$ cat src/rtl/rv_isa_pkg.sv
// Shared RV32I encoding tables: mnemonic IDs, opcodes, funct fields and instruction formats.
// Also used by the core controller, so the mnemonic numbering is fixed.
package rv_isa_pkg;

   typedef enum logic [4:0] {
      LUI = 5'd0, AUIPC, JAL, JALR,
      BEQ, BNE, BLT, BGE, BLTU, BGEU,
      LW, SW,
      ADDI, SLTI, SLTIU, XORI, ORI, ANDI, SLLI, SRLI, SRAI,
      ADD, SUB, SLL, SLT, SLTU, XOR, OR, AND, SRL, SRA
   } mnem_e;

   typedef enum logic [2:0] {FMT_R, FMT_I, FMT_S, FMT_B, FMT_U, FMT_J, FMT_SH} fmt_e;

   localparam logic [6:0] OPC_LUI    = 7'b0110111;
   localparam logic [6:0] OPC_AUIPC  = 7'b0010111;
   localparam logic [6:0] OPC_JAL    = 7'b1101111;
   localparam logic [6:0] OPC_JALR   = 7'b1100111;
   localparam logic [6:0] OPC_BRANCH = 7'b1100011;
   localparam logic [6:0] OPC_LOAD   = 7'b0000011;
   localparam logic [6:0] OPC_STORE  = 7'b0100011;
   localparam logic [6:0] OPC_OPIMM  = 7'b0010011;
   localparam logic [6:0] OPC_OP     = 7'b0110011;

   localparam logic [6:0]  F7_ALT = 7'b0100000;
   localparam logic [31:0] NOP    = 32'h00000013;

   typedef struct packed {
      logic       ok;
      fmt_e       fmt;
      logic [6:0] opc;
      logic [2:0] f3;
      logic [6:0] f7;
   } dec_t;

   function automatic dec_t mk(fmt_e f, logic [6:0] o, logic [2:0] f3, logic [6:0] f7);
      dec_t d;
      d.ok  = 1'b1;
      d.fmt = f;
      d.opc = o;
      d.f3  = f3;
      d.f7  = f7;
      return d;
   endfunction

   function automatic dec_t mnem_info(logic [4:0] m);
      dec_t d;
      d = mk(FMT_R, OPC_OP, 3'd0, 7'd0);
      d.ok = 1'b0;
      case (mnem_e'(m))
         LUI:   d = mk(FMT_U,  OPC_LUI,    3'd0, 7'd0);
         AUIPC: d = mk(FMT_U,  OPC_AUIPC,  3'd0, 7'd0);
         JAL:   d = mk(FMT_J,  OPC_JAL,    3'd0, 7'd0);
         JALR:  d = mk(FMT_I,  OPC_JALR,   3'd0, 7'd0);
         BEQ:   d = mk(FMT_B,  OPC_BRANCH, 3'd0, 7'd0);
         BNE:   d = mk(FMT_B,  OPC_BRANCH, 3'd1, 7'd0);
         BLT:   d = mk(FMT_B,  OPC_BRANCH, 3'd4, 7'd0);
         BGE:   d = mk(FMT_B,  OPC_BRANCH, 3'd5, 7'd0);
         BLTU:  d = mk(FMT_B,  OPC_BRANCH, 3'd6, 7'd0);
         BGEU:  d = mk(FMT_B,  OPC_BRANCH, 3'd7, 7'd0);
         LW:    d = mk(FMT_I,  OPC_LOAD,   3'd2, 7'd0);
         SW:    d = mk(FMT_S,  OPC_STORE,  3'd2, 7'd0);
         ADDI:  d = mk(FMT_I,  OPC_OPIMM,  3'd0, 7'd0);
         SLTI:  d = mk(FMT_I,  OPC_OPIMM,  3'd2, 7'd0);
         SLTIU: d = mk(FMT_I,  OPC_OPIMM,  3'd3, 7'd0);
         XORI:  d = mk(FMT_I,  OPC_OPIMM,  3'd4, 7'd0);
         ORI:   d = mk(FMT_I,  OPC_OPIMM,  3'd6, 7'd0);
         ANDI:  d = mk(FMT_I,  OPC_OPIMM,  3'd7, 7'd0);
         SLLI:  d = mk(FMT_SH, OPC_OPIMM,  3'd1, 7'd0);
         SRLI:  d = mk(FMT_SH, OPC_OPIMM,  3'd5, 7'd0);
         SRAI:  d = mk(FMT_SH, OPC_OPIMM,  3'd5, F7_ALT);
         ADD:   d = mk(FMT_R,  OPC_OP,     3'd0, 7'd0);
         SUB:   d = mk(FMT_R,  OPC_OP,     3'd0, F7_ALT);
         SLL:   d = mk(FMT_R,  OPC_OP,     3'd1, 7'd0);
         SLT:   d = mk(FMT_R,  OPC_OP,     3'd2, 7'd0);
         SLTU:  d = mk(FMT_R,  OPC_OP,     3'd3, 7'd0);
         XOR:   d = mk(FMT_R,  OPC_OP,     3'd4, 7'd0);
         OR:    d = mk(FMT_R,  OPC_OP,     3'd6, 7'd0);
         AND:   d = mk(FMT_R,  OPC_OP,     3'd7, 7'd0);
         SRL:   d = mk(FMT_R,  OPC_OP,     3'd5, 7'd0);
         SRA:   d = mk(FMT_R,  OPC_OP,     3'd5, F7_ALT);
         default: ;
      endcase
      return d;
   endfunction

endpackage

$ cat src/rtl/rv_instr_pack.sv
// Combinational RV32I field packer: mnemonic + operands -> instruction word and legality flag.
module rv_instr_pack
   import rv_isa_pkg::*;
(
   input  logic [4:0]         mnem,
   input  logic [4:0]         rd,
   input  logic [4:0]         rs1,
   input  logic [4:0]         rs2,
   input  logic signed [31:0] imm,
   output logic [31:0]        word,
   output logic               legal
);

   function automatic logic in_range(logic signed [31:0] v, logic signed [31:0] lo,
                                     logic signed [31:0] hi);
      return (v >= lo) && (v <= hi);
   endfunction

   dec_t d;
   assign d = mnem_info(mnem);

   always_comb begin
      word  = NOP;
      legal = 1'b0;
      case (d.fmt)
         FMT_R: begin
            word  = {d.f7, rs2, rs1, d.f3, rd, d.opc};
            legal = 1'b1;
         end
         FMT_I: begin
            word  = {imm[11:0], rs1, d.f3, rd, d.opc};
            legal = in_range(imm, -32'sd2048, 32'sd2047);
         end
         FMT_SH: begin
            word  = {d.f7, imm[4:0], rs1, d.f3, rd, d.opc};
            legal = in_range(imm, 32'sd0, 32'sd31);
         end
         FMT_S: begin
            word  = {imm[11:5], rs2, rs1, d.f3, imm[4:0], d.opc};
            legal = in_range(imm, -32'sd2048, 32'sd2047);
         end
         FMT_B: begin
            word  = {imm[12], imm[10:5], rs2, rs1, d.f3, imm[4:1], imm[11], d.opc};
            legal = !imm[0] && in_range(imm, -32'sd4096, 32'sd4094);
         end
         FMT_U: begin
            word  = {imm[31:12], rd, d.opc};
            legal = (imm[11:0] == 12'd0);
         end
         FMT_J: begin
            word  = {imm[20], imm[10:1], imm[11], imm[19:12], rd, d.opc};
            legal = !imm[0] && in_range(imm, -32'sd1048576, 32'sd1048574);
         end
         default: ;
      endcase
      // table miss covers mnemonic IDs above 30
      if (!d.ok) legal = 1'b0;
   end

endmodule

$ cat src/rtl/rv_instr_encoder.sv
// Streaming RV32I encoder writing packed instructions into imem at incrementing addresses.
// Optional statistics ports stat_words/stat_errs when RVENC_STATS_EN is defined.
module rv_instr_encoder
   import rv_isa_pkg::*;
#(
   parameter int ADDR_W = 10
)(
   input  logic                clk,
   input  logic                rst_n,
   input  logic                start,
   input  logic [ADDR_W-1:0]   start_addr,
   input  logic                in_valid,
   output logic                in_ready,
   input  logic [4:0]          in_mnem,
   input  logic [4:0]          in_rd,
   input  logic [4:0]          in_rs1,
   input  logic [4:0]          in_rs2,
   input  logic signed [31:0]  in_imm,
   input  logic                in_last,
   output logic                imem_we,
   output logic [ADDR_W-1:0]   imem_addr,
   output logic [31:0]         imem_wdata,
   input  logic                imem_busy,
   output logic                done,
   output logic                err,
   output logic [ADDR_W-1:0]   err_addr
`ifdef RVENC_STATS_EN
  ,output logic [ADDR_W:0]     stat_words,
   output logic [7:0]          stat_errs
`endif
);

   localparam logic [1:0] S_IDLE  = 2'd0;
   localparam logic [1:0] S_RUN   = 2'd1;
   localparam logic [1:0] S_DRAIN = 2'd2;
   localparam logic [1:0] S_DONE  = 2'd3;
   localparam logic [ADDR_W-1:0] ADDR_MAX = '1;

   logic [1:0]        state;
   logic [ADDR_W-1:0] cnt;
   logic              full;
   logic [31:0]       word_p0;
   logic              legal_p0;
   logic              accept, wr_ok, bad;
   logic              vld_p1;
   logic [ADDR_W-1:0] addr_p1;
   logic [31:0]       wdata_p1;

   rv_instr_pack u_pack (
      .mnem  (in_mnem),
      .rd    (in_rd),
      .rs1   (in_rs1),
      .rs2   (in_rs2),
      .imm   (in_imm),
      .word  (word_p0),
      .legal (legal_p0)
   );

   assign in_ready   = (state == S_RUN) && (!vld_p1 || !imem_busy);
   assign accept     = in_valid && in_ready;
   assign wr_ok      = accept && legal_p0 && !full;
   assign bad        = accept && !wr_ok;
   assign imem_we    = vld_p1;
   assign imem_addr  = addr_p1;
   assign imem_wdata = wdata_p1;
   assign done       = (state == S_DONE);

   // full marks that the top address was written; the counter never wraps
   always_ff @(posedge clk or negedge rst_n) begin
      if (!rst_n) begin
         state    <= S_IDLE;
         cnt      <= '0;
         full     <= 1'b0;
         err      <= 1'b0;
         err_addr <= '0;
      end else begin
         case (state)
            S_IDLE: if (start) begin
               state <= S_RUN;
               cnt   <= start_addr;
               full  <= 1'b0;
               err   <= 1'b0;
            end
            S_RUN: begin
               if (accept && in_last) state <= S_DRAIN;
               if (wr_ok) begin
                  if (cnt == ADDR_MAX) full <= 1'b1;
                  else                 cnt  <= cnt + 1'b1;
               end
               if (bad) begin
                  err <= 1'b1;
                  if (!err) err_addr <= cnt;
               end
            end
            S_DRAIN: if (!vld_p1) state <= S_DONE;
            default: state <= S_IDLE;
         endcase
      end
   end

   // p0 -> p1: one-deep output register, held while the core owns imem
   always_ff @(posedge clk or negedge rst_n) begin
      if (!rst_n) begin
         vld_p1   <= 1'b0;
         addr_p1  <= '0;
         wdata_p1 <= '0;
      end else if (wr_ok) begin
         vld_p1   <= 1'b1;
         addr_p1  <= cnt;
         wdata_p1 <= word_p0;
      end else if (!imem_busy) begin
         vld_p1   <= 1'b0;
      end
   end

`ifdef RVENC_STATS_EN
   function automatic logic [7:0] sat_inc(logic [7:0] v);
      return (v == 8'hFF) ? v : v + 8'd1;
   endfunction

   always_ff @(posedge clk or negedge rst_n) begin
      if (!rst_n) begin
         stat_words <= '0;
         stat_errs  <= '0;
      end else if (state == S_IDLE && start) begin
         stat_words <= '0;
         stat_errs  <= '0;
      end else begin
         if (wr_ok) stat_words <= stat_words + 1'b1;
         if (bad)   stat_errs  <= sat_inc(stat_errs);
      end
   end
`endif

endmodule

$ cat config.mk
export PLATFORM = sky130hd
export DESIGN_NAME = rv_instr_encoder
export DESIGN_NICKNAME = d
export VERILOG_FILES = /design/src/rtl/rv_isa_pkg.sv /design/src/rtl/rv_instr_pack.sv /design/src/rtl/rv_instr_encoder.sv
export SDC_FILE = /design/constraint.sdc
export NUM_CORES = 1
export LEC_CHECK = 0
export CORE_MARGIN = 1
export CORE_UTILIZATION = 42
export DETAILED_ROUTE_END_ITERATION = 8
export PLACE_DENSITY = 0.77
export SLEW_MARGIN = 10
export SYNTH_ARGS = -nofsm -noshare
export SYNTH_HDL_FRONTEND = slang
export SYNTH_SLANG_ARGS = --single-unit
$ cat constraint.sdc
create_clock -name clk -period 2.3 [get_ports clk]
set_input_delay 0.345 -clock clk [delete_from_list [all_inputs] [get_ports clk]]
set_output_delay 0.345 -clock clk [all_outputs]
set_load 0.02 [all_outputs]
## Word level (Yosys, flattened, before mapping)

Index checks and enable logic that the tools add are counted.

- $add $sub $neg: 1
- $lt $le $gt $ge: 8
- Eq/ne operators: 48
- Muxes and demuxes: 20
- Bitwise operators: 1
- Reductions and logical operators: 29

Operators by type and width:

| cell | number |
|---|---|
| 21-bit case mux with 31 select lines | 1 |
| 32-bit case mux with 7 select lines | 1 |
| 5-bit == test, second input constant | 15 |
| 5-bit by 4-bit == test with 1-bit output, second input constant | 8 |
| 32-bit by 1-bit >= comparator with 1-bit output, second input constant | 1 |
| 32-bit by 12-bit >= comparator with 1-bit output, second input constant | 1 |
| 32-bit by 13-bit >= comparator with 1-bit output, second input constant | 1 |
| 32-bit by 21-bit >= comparator with 1-bit output, second input constant | 1 |
| 32-bit by 12-bit <= comparator with 1-bit output, second input constant | 1 |
| 32-bit by 13-bit <= comparator with 1-bit output, second input constant | 1 |
| 32-bit by 21-bit <= comparator with 1-bit output, second input constant | 1 |
| 32-bit by 6-bit <= comparator with 1-bit output, second input constant | 1 |
| 10-bit two-way mux | 3 |
| 5-bit by 3-bit == test with 1-bit output, second input constant | 4 |
| 10-bit case mux with 2 select lines | 1 |
| 1-bit logical AND | 12 |
| 12-bit zero test | 1 |
| 10-bit by 1-bit adder with 10-bit output, second input constant | 1 |
| 10-bit == test, second input constant | 1 |
| 5-bit by 2-bit == test with 1-bit output, second input constant | 2 |
| 2-bit != test, second input constant | 5 |
| 3-bit == test, second input constant | 3 |
| 3-bit AND reduction | 3 |
| 4-bit AND reduction | 2 |
| 19 further kinds | 36 |

- Register bits after elaboration: 67
- Input bits: 68
- Output and inout bits: 56
- Logic and storage cells: 115

## Depth between registers and ports, before layout

- Depth after elaboration: 12
- Depth in mapped cells: 13
- Gate-level depth less buffers: 10

## Modules after synthesis

From an unflattened synthesis, not the netlist that was laid out.

- Cell total of the unflattened synthesis: 392
- Area, all modules: 4006.3 µm²

Modules (own cells, without submodules):

| module | instances | cells each | area an instance (µm²) | seq. area each (µm²) |
|---|---|---|---|---|
| rv_instr_encoder | 1 | 220 | 2924.1 | 1676.6 |
| rv_instr_pack | 1 | 172 | 1082.3 | 0.0 |

## Least setup slack after synthesis

OpenSTA, ideal clock, no wires.

- Path type: register to register
- Start: register state[1]
- End: register err_addr[0]
- Setup time: 0.125 ns
- Data arrival time: 2.657 ns
- Path slack: -0.482 ns
- Stages on the path, launching flop included: 14
- Clock period less this slack: 2.782 ns
- Cell sequence: dfrtp_1 -> inv_1 -> ha_1 -> buf_4 -> inv_2 -> a21oi_2 -> nand2_1 -> or3_1 -> a211oi_2 -> nor2_2 -> buf_6 -> nor3b_1 -> buf_6 -> mux2_4

- Word-level cells in the longest chain between the ends: 8

RTL lines:

| element | RTL line | RTL |
|---|---|---|
| start, declared | rv_instr_encoder.sv:39 | `logic [1:0] state;` |
| start signal, assigned | rv_instr_encoder.sv:71 | `state <= S_IDLE;` |
| start signal, assigned | rv_instr_encoder.sv:79 | `state <= S_RUN;` |
| start signal, assigned | rv_instr_encoder.sv:85 | `if (accept && in_last) state <= S_DRAIN;` |
| 2-bit by 1-bit == test with 1-bit output * | rv_instr_encoder.sv:59 | `assign in_ready = (state == S_RUN) && (!vld_p1 \|\| !imem_busy);` |
| 1-bit logical AND * | rv_instr_encoder.sv:59 |  |
| via in_ready | rv_instr_encoder.sv:13 | `output logic in_ready,` |
| 1-bit logical AND * | rv_instr_encoder.sv:60 | `assign accept = in_valid && in_ready;` |
| 1-bit logical AND (2 in series) | rv_instr_encoder.sv:61 | `assign wr_ok = accept && legal_p0 && !full;` |
| 1-bit zero test | rv_instr_encoder.sv:62 | `assign bad = accept && !wr_ok;` |
| 1-bit logical AND * | rv_instr_encoder.sv:62 |  |
| 3-bit AND reduction (no source line) * | -- |  |
| end signal, assigned | rv_instr_encoder.sv:92 | `if (!err) err_addr <= cnt;` |
| end, declared | rv_instr_encoder.sv:26 | `output logic [ADDR_W-1:0] err_addr` |

Mark *: on every way through the listed nets, which the timed path passes. The rest lies on a longest branch.
A chain may end at the register's enable or synchronous reset.

## Worst setup path in the final report

- Start: register state[1]
- End: register err_addr[5]

- Word-level cells in the longest chain between the ends: 8

RTL lines:

| element | RTL line |
|---|---|
| 2-bit by 1-bit == test with 1-bit output * | rv_instr_encoder.sv:59, rv_instr_encoder.sv:77 |
| 1-bit logical AND | rv_instr_encoder.sv:59 |
| 1-bit logical AND | rv_instr_encoder.sv:60 |
| 1-bit logical AND (2 in series) | rv_instr_encoder.sv:61 |
| 1-bit zero test | rv_instr_encoder.sv:62 |
| 1-bit logical AND | rv_instr_encoder.sv:62 |
| 3-bit AND reduction (no source line) * | -- |

Mark *: on every way between the ends. The rest lies on a longest branch, timed or not.

==> impl_metrics.json <==
{
  "drt_first_pass_iters": 7,
  "clock-sinks": 66,
  "worstPathRequired_ps": 2540,
  "synth_edf_count": 0,
  "min_period_over_period": 1.08,
  "die_height_um": 97.5,
  "dp_slack_ps": -610,
  "arrival_ps": 2730,
  "drv_slew": 0,
  "rows": 34,
  "violations": "negative setup slack",
  "synthCells": 412,
  "cts_root_buffer": "clkbuf_8",
  "yosysTopAreaCell": "dfrtp_1",
  "yosysTopAreaCellShare": 0.432,
  "max_slew_margin": 0.634,
  "rsz0062_at_grt": "yes",
  "die_w_um": 97.5,
  "syn_nets": 485,
  "antenna_found_initial": 0,
  "async_flop_share": 1.00,
  "p_clk_frac": 0.149,
  "finalWeightedCongestion": 1.01,
  "cts_tree": "done",
  "routed_wl_um": 15100,
  "path_class": "flip-flop to flip-flop",
  "gr-total-overflow": 0,
  "core_mm2": 0.00876,
  "vias_per_cell": 6.00,
  "outcome": "complete, but fails checks",
  "maxCapViolations": 0,
  "yosysWarnings": 0,
  "clock_latency_ps": 350,
  "fillers": 595,
  "setup_viol": 41,
  "port_buffers": 123,
  "worstMarginPinSlew_ps": 550,
  "synthTopCellsByArea": "dfrtp_1, o21ai_0, nand2_1, mux2_4, mux2i_1",
  "insertedDiodeCount": 0,
  "setup_tns_ps": -5170,
  "max-vdd-ir-drop_uv": 836,
  "die_area_mm2": 0.00950,
  "end_kind": "flip-flop",
  "setup_slack_ps": -186,
  "switchingPower_mw": 2.97,
  "grt_pass1_wl_um": 22400,
  "syn_to_final_growth_pct": 74.0,
  "post-route-util": 0.760,
  "holdBufCountCts": 0,
  "p_seq_frac": 0.294,
  "finClkSkew_ps": 8.32,
  "power_mw": 7.40,
  "initial_utilization": 0.437,
  "final_hold_viol_count": 0,
  "power_frac_comb": 0.557,
  "clk_pin_slew_worst_paths_ps": 80,
  "yosysUniqueCellTypes": 59,
  "ys_ff_latch": 66,
  "num_io_pins": 124,
  "p_per_area_mw_per_mm2": 1110,
  "syn_area_mm2": 0.00383,
  "cp-startpoint": "state[1]$_DFFE_PN0P_",
  "swShare": 0.402,
  "num_vias": 4464,
  "finalNetCount": 704,
  "startpoint_type": "flip-flop",
  "dpl.hpwl_um": 9660,
  "wl_per_cell_um": 20.2,
  "layout-drive-gt1-share": 0.360,
  "grt_usage": 0.298,
  "grt_max_degree": 67,
  "leakage_nw": 2.92,
  "grt_pass1_vias": 4388,
  "seq_area_frac_synth": 0.432,
  "drt_iter0_markers": 454,
  "clk_path_buf_depth": 2,
  "cts_made_buffers": 9,
  "fmax_mhz": 402,
  "drc": 0,
  "critical_path.max_fanout": 5,
  "fin_crit_ps": 2490,
  "min_path_type": "input port to async pin",
  "power.internal_mw": 4.43,
  "antenna_left": 0,
  "ctsHtreeMaxLevel": 3,
  "syn_avg_cell_area_um2": 9.29,
  "synthFlopType": "dfrtp_1",
  "worstReg2RegStart": "state[1]$_DFFE_PN0P_"
}
## flip-flops by register name (all words and copies together) (netlist names)
| signal | flops |
|---|---|
| imem_addr | 10 |
| err | 1 |
| state | 2 |
| cnt | 10 |
| full | 1 |
| err_addr | 10 |
| imem_wdata | 31 |
| imem_we | 1 |
## power by group through the flow
stage,combinational [mW],clock [mW],sequential (mW)
2_1_floorplan,1.31,0,2.59
3_3_place_gp,3.45,0,2.09
3_5_place_dp,3.54,0,2.11
4_1_cts,3.69,1.11,2.10
5_1_grt,4.36,1.17,2.25
6_report,4.12,1.10,2.18
## layout by cell type, fill, tap and decap left out, types with 11 or more instances in the layout
cell type        synthesis  layout
nor2_1                  23      22
buf_6                    2      11
mux2i_1                 15      15
nand2_1                 50      30
a21oi_1                 16      13
nand3_1                 13      11
inv_1                   13      12
mux2_2                  13      11
o21ai_0                 41      23
dlygate4sd2_1            0      30
nand4_1                 12      12
clkdlybuf4s50_1          0      84
buf_4                    2      91
mux2_4                  10      12
dfrtp_1                 66      66
o21ai_2                  0      14
nand2_4                  0      11
## final timing paths
path	endpoint	slack [ps]	depth (start not counted)
worst max-delay path	err_addr[5]$_DFFE_PN0P_	-190	12
worst min-delay path	imem_addr[2]$_DFFE_PN0P_	3	2
worst max register to register	err_addr[5]$_DFFE_PN0P_	-190	12
worst min register to register	imem_wdata[20]$_DFFE_PN0P_	490	1
max in group asynchronous	imem_wdata[5]$_DFFE_PN0P_	2020	2
min in group clk	imem_wdata[18]$_DFFE_PN0P_	470	3
## logic make-up after synthesis
group,Yosys count,share of synthesized area
AND/OR/NAND/NOR,140,0.177
multiplexers,38,0.117
adder cells (fa/ha/maj),5,0.0163
AO/OA/AOI/OAI,122,0.210
buffers and inverters,41,0.0484
flip-flops,66,0.432
## Yosys cell counts, types with 2 or more instances
cell       count
ha_1           5
a21oi_2        2
nor3b_1        2
a211oi_1       5
nand2_1       50
nand4_1       12
a31oi_1        6
o21ai_1        3
or3_1          4
and3_1         4
mux2_2        13
buf_6          2
nor2_1        23
dfrtp_1       66
o21a_1         4
mux2i_1       15
a2bb2oi_1      2
buf_2          7
nor3_1        11
a21o_1         3
mux2_4        10
o21ai_0       41
a22oi_1        4
a21oi_1       16
o22ai_1        8
buf_4          2
o211ai_1       5
nor2_2         2
inv_1         13
nand3_1       13
clkbuf_1      14
a222oi_1       6
or4_1          4
nor4_1         9
o311ai_0       2
## routing by layer
layer,vias to the layer above,part of all wire,global-route usage
li1,1984,-,-
met4,0,0.038,0.145
met3,60,0.080,0.0468
met1,2154,0.39,0.390
met2,266,0.50,0.483
met5,-,0,0
## cell type report
type,instances,area (um^2),area share
Clock inverter,6,88.8,0.0133
Tap cell,108,135,0.0203
Clock buffer,10,128,0.0192
Multi-Input combinational cell,305,2400,0.360
Inverter,15,61.3,0.00921
Sequential cell,66,1650,0.248
Timing Repair Buffer,234,2200,0.330
## through the flow
step	cells	cell area [um^2]	hold WS [ps]
2_1_floorplan	412	3890	49.4
3_3_place_gp	700	5800	387
3_5_place_dp	700	5800	394
4_1_cts	734	6270	25.2
5_1_grt	744	6660	22.7
6_report	744	6660	3.37
## critical path, stage by stage, from the launching register on
cell and delay (ps):
dfrtp_1 390, inv_2 80, ha_4 150, inv_6 30, a21oi_4 120, nand2_2 70
or3_4 420, a211oi_4 280, nor2_4 80, buf_12 130, nor3b_4 150, buf_6 150
mux2_4 300
## timing repair
| action | in CTS | in global routing |
|---|---|---|
| setup endpoints to repair | 62 | 54 |
| buffers inserted | 16 | 10 |
| cloned | 2 | 3 |
| resized for setup | 67 | 91 |
| pin swaps | 28 | 37 |
(Power assumes the default switching activity.)
